File: config.mk
export PLATFORM = sky130hd
export DESIGN_NAME = rr_grant_sched16
export DESIGN_NICKNAME = d
export VERILOG_FILES = /design/src/rtl/rr_grant_sched16.sv
export SDC_FILE = /design/constraint.sdc
export NUM_CORES = 1
export LEC_CHECK = 0
export CORE_ASPECT_RATIO = 0.7
export CORE_UTILIZATION = 40
export DETAILED_ROUTE_END_ITERATION = 8
export MAX_ROUTING_LAYER = met4
export SLEW_MARGIN = 20
export SYNTH_ARGS = -nofsm -noshare
export SYNTH_HDL_FRONTEND = slang
export SYNTH_SLANG_ARGS = --single-unit
File: constraint.sdc
create_clock -name clk -period 4.9 [get_ports clk]
set_clock_uncertainty 0.05 [all_clocks]
set_input_delay 0.98 -clock clk [delete_from_list [all_inputs] [get_ports clk]]
set_output_delay 0.98 -clock clk [all_outputs]
set_load 0.005 [all_outputs]
File: src/rtl/rr_grant_sched16.sv
// Round-robin scheduler sharing one 16-way decoded resource.
// Holds a registered grant until done, request drop or hold timeout.
module rr_grant_sched16 #(
  parameter int unsigned MAX_HOLD = 8
) (
  input  logic        clk,
  input  logic        rst,
  input  logic        en,
  input  logic [15:0] req,
  input  logic        done,
  output logic        gnt_valid,
  output logic [3:0]  gnt_idx,
  output logic [15:0] gnt
);

  typedef enum logic {
    IDLE,
    GRANT
  } state_t;

  localparam bit       TMO_EN = (MAX_HOLD != 0);
  localparam logic [7:0] LAST = 8'(MAX_HOLD - 1);

  state_t      state, state_nx;
  logic [3:0]  ptr, ptr_nx;
  logic [7:0]  hold_cnt, hold_nx;
  logic        valid_nx;
  logic [3:0]  idx_nx;
  logic [15:0] gnt_nx;
  logic [3:0]  win;
  logic [3:0]  scan;
  logic        rel;

  // Downward scan so the last hit is the nearest one at or after ptr.
  always_comb begin
    win  = ptr;
    scan = '0;
    for (int k = 15; k >= 0; k--) begin
      scan = ptr + 4'(k);
      if (req[scan]) win = scan;
    end
  end

  assign rel = done | ~req[gnt_idx] |
               (TMO_EN && hold_cnt == LAST);

  always_comb begin
    state_nx = state;
    ptr_nx   = ptr;
    hold_nx  = hold_cnt;
    valid_nx = gnt_valid;
    idx_nx   = gnt_idx;
    unique case (state)
      IDLE: begin
        if (en && |req) begin
          state_nx = GRANT;
          valid_nx = 1'b1;
          idx_nx   = win;
          hold_nx  = '0;
        end
      end
      GRANT: begin
        if (rel) begin
          state_nx = IDLE;
          valid_nx = 1'b0;
          ptr_nx   = gnt_idx + 4'd1;
        end else if (hold_cnt != 8'hFF) begin
          hold_nx = hold_cnt + 8'd1;
        end
      end
      default: state_nx = IDLE;
    endcase
    gnt_nx = valid_nx ? (16'h0001 << idx_nx) : 16'h0000;
  end

  always_ff @(posedge clk or posedge rst) begin
    if (rst) begin
      state     <= IDLE;
      ptr       <= '0;
      hold_cnt  <= '0;
      gnt_valid <= 1'b0;
      gnt_idx   <= '0;
      gnt       <= '0;
    end else begin
      state     <= state_nx;
      ptr       <= ptr_nx;
      hold_cnt  <= hold_nx;
      gnt_valid <= valid_nx;
      gnt_idx   <= idx_nx;
      gnt       <= gnt_nx;
    end
  end

endmodule

# [Word level (Yosys, flattened, before mapping)]
# Cells that the tools add are included.
# Widths: inputs -> output; s select.
[totals] reg_bits=34 inputBits=20 elab_cells=117
[op_classes] order_cmp=17 n_reduce_logical=4 n_shift=1 add_sub_neg=17 bitwise=4 n_eq_ne=5 mux=63
[op_table] op="$lt 4x5->1 const B" n=17
[op_table] op="$mux 4" n=18
[op_table] op="$bmux 1 s4" n=17
[op_table] op="$add 4x4->4 const B" n=8
[op_table] op="$mux 8" n=3
[op_table] op="$mux 1" n=21
[op_table] op="$add 4x3->4 const B" n=4
[op_table] op="$mux 16" n=1
[op_table] op="$pmux 8 s2" n=1
[op_table] op="$reduce_or 16->1" n=1
[op_table] op="$shl 1x4->16 const A" n=1
[op_table] op="$add 4x1->4 const B" n=2
[op_table] op="$add 4x2->4 const B" n=2
[op_table] op="$add 8x1->8 const B" n=1
[op_table] op="$eq 8x3->1 const B" n=1
[op_table] op="$ne 8x8->1 const B" n=1
[op_table] op="$ne 2x2->1 const B" n=2
[op_table] op="$pmux 1 s2" n=2
[op_table] op="$reduce_and 3->1" n=1
[op_table] op="$ne 2x1->1 const B" n=1
[op_table] op="$not 1->1" n=2
[op_table] op="$or 1x1->1" n=2
[op_table] op="$reduce_and 2->1" n=1
[op_table] op="$logic_and 1x1->1" n=1

# [Longest topological paths before layout]
[depth] ltp_word=23 ltp_mapped=16 ltp_nobuf=12

# [Worst setup path after synthesis]
# OpenSTA, ideal clock, no wires.
[synth_path] kind="register to register" start="reg ptr[1]" end="reg gnt[8]" required_ns=4.770 t_arrival_ns=3.977 path_slack_ns=0.793 path_stages_with_launch=15 n_path_buf=4 cell_sequence="dfrtp_1 buf_2 buf_2 buf_1 inv_1 ha_1 buf_2 mux4_2 mux4_2 a211o_1 a2111oi_4 or3b_1 nand3_2 or2_4 nor3_2"
[synth_via] elab_chain_len=23 elab_cells_between_ends=67
[synth_rtl] element="start: declaration" line_no="25" source="logic [3:0] ptr, ptr_nx;"
[synth_rtl] element="start signal: assignment" line_no="86" source="ptr <= ptr_nx;"
[synth_rtl] element="$add 4x4->4" line_no="39" source="scan = ptr + 4'(k);"
[synth_rtl] element="$bmux 1 s4" line_no="40" source="if (req[scan]) win = scan;"
[synth_rtl] element="$mux 1 (not written as such)" line_no="40"
[synth_rtl] element="$mux 4 (15 in series)" line_no="40"
[synth_rtl] element="$mux 4 *" line_no="40"
[synth_rtl] element="$mux 4 *" line_no="55" source="if (en && |req) begin"
[synth_rtl] element="$mux 4 *" line_no="53" source="unique case (state)"
[synth_rtl] element="via idx_nx[0]" line_no="28" source="logic [3:0] idx_nx;"
[synth_rtl] element="$shl 1x4->16 *" line_no="73" source="gnt_nx = valid_nx ? (16'h0001 << idx_nx) : 16'h0000;"
[synth_rtl] element="$mux 16 *" line_no="73"
[synth_rtl] element="via gnt_nx[8]" line_no="29" source="logic [15:0] gnt_nx;"
[synth_rtl] element="end signal: assignment" line_no="90" source="gnt <= gnt_nx;"
[synth_rtl] element="end: declaration" line_no="13" source="output logic [15:0] gnt"
# Mark *: on every way through the listed nets, which the timed path passes. The rest lies on a longest branch. The select of a mux whose other input is x is not followed.
# A chain may end at the register's enable or synchronous reset.

# [Worst setup path in the final report]
[layout_path] start="in req[2]" end="reg gnt[2]"
[layout_via] elab_chain_len=22 elab_cells_between_ends=62
[layout_rtl] element="start: declaration" line_no="9" source="input logic [15:0] req,"
[layout_rtl] element="$bmux 1 s4" line_no="40"
[layout_rtl] element="$mux 1 (not written as such)" line_no="40"
[layout_rtl] element="$mux 4 (16 in series)" line_no="40"
[layout_rtl] element="$mux 4 *" line_no="55"
[layout_rtl] element="$mux 4 *" line_no="53"
[layout_rtl] element="via idx_nx[0]" line_no="28"
[layout_rtl] element="$shl 1x4->16 *" line_no="73"
[layout_rtl] element="$mux 16 *" line_no="73"
[layout_rtl] element="via gnt_nx[2]" line_no="29"
# Marked as above.

==> impl_metrics.ini <==
[grt]
overflow = 0
grt_use_total_pct = 24.4
grt_max_degree = 32
first_global_vias = 3355
grt_pass1_wl_um = 18200
antenna_found_initial = 0

[sta]
max_freq_ghz = 0.241
fin_crit_ns = 4.15
setup_viol = 0
tns_ns = 0
hold_violations = 0
final.period_utilization_pct = 84.6
relSlewSlack_pct = 44.4
rsz0062_at_grt = false
worst_pin_slew_ns = 0.835
fin_hold_ws_ns = 0.537
slew_violations = 0

[yosys]
ys.flop_type = dfrtp_1
avgSynthCellArea_um2 = 9.82
synth_top_family_by_area = multiplexers
synth_fp_nets = 415
synth-seq-cells = 34
synth_xor_area_share_pct = 5.22
async_flop_share_pct = 100
syn_area_mm2 = 0.00379
synth_edf_count = 0
synthAdderAreaFrac_pct = 2.97
ys_seq_area_share_pct = 22.4
yosysWarnings = 0
synth_compound_area_share_pct = 17.9
synth-simple-area-share_pct = 15.8
synth.area.mux_share_pct = 31.7
synthCells = 386
synth_cell_types = 64

[critical_path]
crit_type = input pin to flop
cpPeakStageDelay_ns = 0.71
cp_max_fo = 8
timing.rr.start = ptr[0]$_DFFE_PP0P_
rr_worst_depth = 11
cp_cell_sequence = clkdlybuf4s50_1, mux4_1, mux2_2, mux2i_1, nand2b_1, a211o_1, or3b_1, nand3_2, nand2b_1, nor2_1
reg2reg_to = gnt[15]$_DFF_PP0_
reg2reg_slack_ns = 0.78
crit_path_start_kind = input pin
end_kind = flop
worstPathArrival_ns = 4.25
crit_slowest_cell = mux4_1
required_ns = 5.01
crit_top_cell = nand2b_1

[final_layout]
final_cell_area_mm2 = 0.00447
antennaDiodeCount = 0
nFillCells = 871
nets = 452
mostFrequentLayoutCells = clkdlybuf4s50_1, nor2_1, dfrtp_1
final_common_cell = clkdlybuf4s50_1
area_growth_syn_to_layout_pct = 18.1
multi_input_area_mm2 = 0.00279
drive_gt1_share_pct = 18.9
sequential_cell_area_um2 = 851

[worst_hold_path]
hold_end = hold_cnt[6]$_DFFE_PP0P_
hp-start = hold_cnt[6]$_DFFE_PP0P_
holdPathStages = 2
min_path_type = flop to flop

[die]
rows = 29
dieHeight_um = 83.4
io_pins = 41
initial_core_util_pct = 41.4
dieArea_mm2 = 0.00987
coreArea_mm2 = 0.00914
die_w_um = 118

[drt]
ant_nets = 0
wl_per_cell_um = 20.6
drtIter0Drc = 262
wl_um = 11300
vias = 3495
dr.pass1.iters = 5
post-route-drc-count = 0
viasPerCell = 6.38

[clock_tree]
cts_tree = done
clock-sinks = 34
clk_latency_ns = 0.28
cts_max_level = 2
cts_inserted_buffers = 5
cts-root-buf = clkbuf_16
cts_resized = 0
clock_path_buffers = 2
hold_buffers = 0
postCtsSetupRepairBufs = 0
cts.clk_slew.worst_paths_ns = 0.05

[placement]
place_area_mm2 = 0.00433
dp_hpwl_um = 8710
portBuffers = 40
place.gp.congestion = 0.987

[job]
maxCapViolCount = 0

[status]
status = finished, final reports clean
## through the flow
stage | cells | utilization (%) | worst slack [ns]
6_report | 548 | 48.9 | 0.754
5_1_grt | 548 | 48.9 | 0.434
4_1_cts | 548 | 48.9 | 0.809
3_5_place_dp | 540 | 47.3 | 0.528
3_3_place_gp | 540 | 47.3 | 0.555
2_1_floorplan | 386 | - | 0.793
## sequential cells by signal (all words and copies together), names as in the netlist
| register | count |
|---|---|
| gnt | 16 |
| ptr | 4 |
| gnt_idx | 4 |
| gnt_valid | 1 |
| hold_cnt | 8 |
| state | 1 |
## critical path, delay by kind of cell
kind | cells | cell delay (ns)
muxes | 3 | 1.47
buffers and inverters | 1 | 0.55
AOI/OAI and AO/OA | 1 | 0.31
and+or+nand+nor | 5 | 0.94
## area by class of cell
| cell class | count | area share (%) |
|---|---|---|
| Multi-Input combinational cell | 317 | 62.3 |
| Sequential cell | 34 | 19.0 |
| Timing Repair Buffer | 50 | 10.6 |
| Tap cell | 124 | 3.47 |
| Clock buffer | 7 | 3.19 |
| Inverter | 15 | 1.26 |
| Clock inverter | 1 | 0.112 |
## metal layers
layer | GRT usage [%] | routed length (µm)
met1 | 37.3 | 5450
met2 | 33.7 | 4750
met3 | 5.08 | 1030
met4 | 2.33 | 38
met5 | - | 0
## cell usage after synthesis, types with 3 or more instances
library cell,n,area [µm²]
nor2_1,36,135
dfrtp_1,34,851
mux4_2,32,721
nand2_1,28,105
mux2i_1,25,250
o21ai_0,20,100
mux2_2,18,203
inv_1,15,56.3
a21oi_1,11,55.1
nand3_1,11,55.1
clkbuf_1,10,37.5
xnor2_1,10,87.6
ha_1,9,113
nand2b_1,8,50.1
xor2_1,7,61.3
a31oi_1,6,37.5
buf_2,6,30.0
nor3_1,6,30.0
o22ai_1,6,37.5
a211o_1,5,43.8
nor3b_1,5,37.5
a221oi_1,4,35.0
nor4_1,4,25.0
a211oi_1,3,22.5
a21o_1,3,22.5
and3_1,3,18.8
nand3b_1,3,22.5
nand4_1,3,18.8
o211ai_1,3,22.5
or3_1,3,18.8
xnor2_2,3,48.8
## cells by family after synthesis
family / count (synthesis)
xor gates and xnor gates: 20
and+or+nand+nor: 119
AOI/OAI and AO/OA: 93
buffers and inverters: 35
adders and majority gates: 9
DFF: 34
muxes: 76
## how the worst max path moves through the flow
stage                  startpoint                end  depth (start not counted)
6_report                   req[2]   gnt[2]$_DFF_PP0_                         10
5_1_grt        ptr[0]$_DFFE_PP0P_  gnt[14]$_DFF_PP0_                         11
2_1_floorplan  ptr[1]$_DFFE_PP0P_   gnt[8]$_DFF_PP0_                         14
4_1_cts                    req[3]  gnt[11]$_DFF_PP0_                         10
3_3_place_gp               req[3]   gnt[1]$_DFF_PP0_                         10
3_5_place_dp               req[3]  gnt[11]$_DFF_PP0_                         10
Power is not shown: default switching activity piles up to over one toggle a cycle in this logic, so the estimate is an artifact.
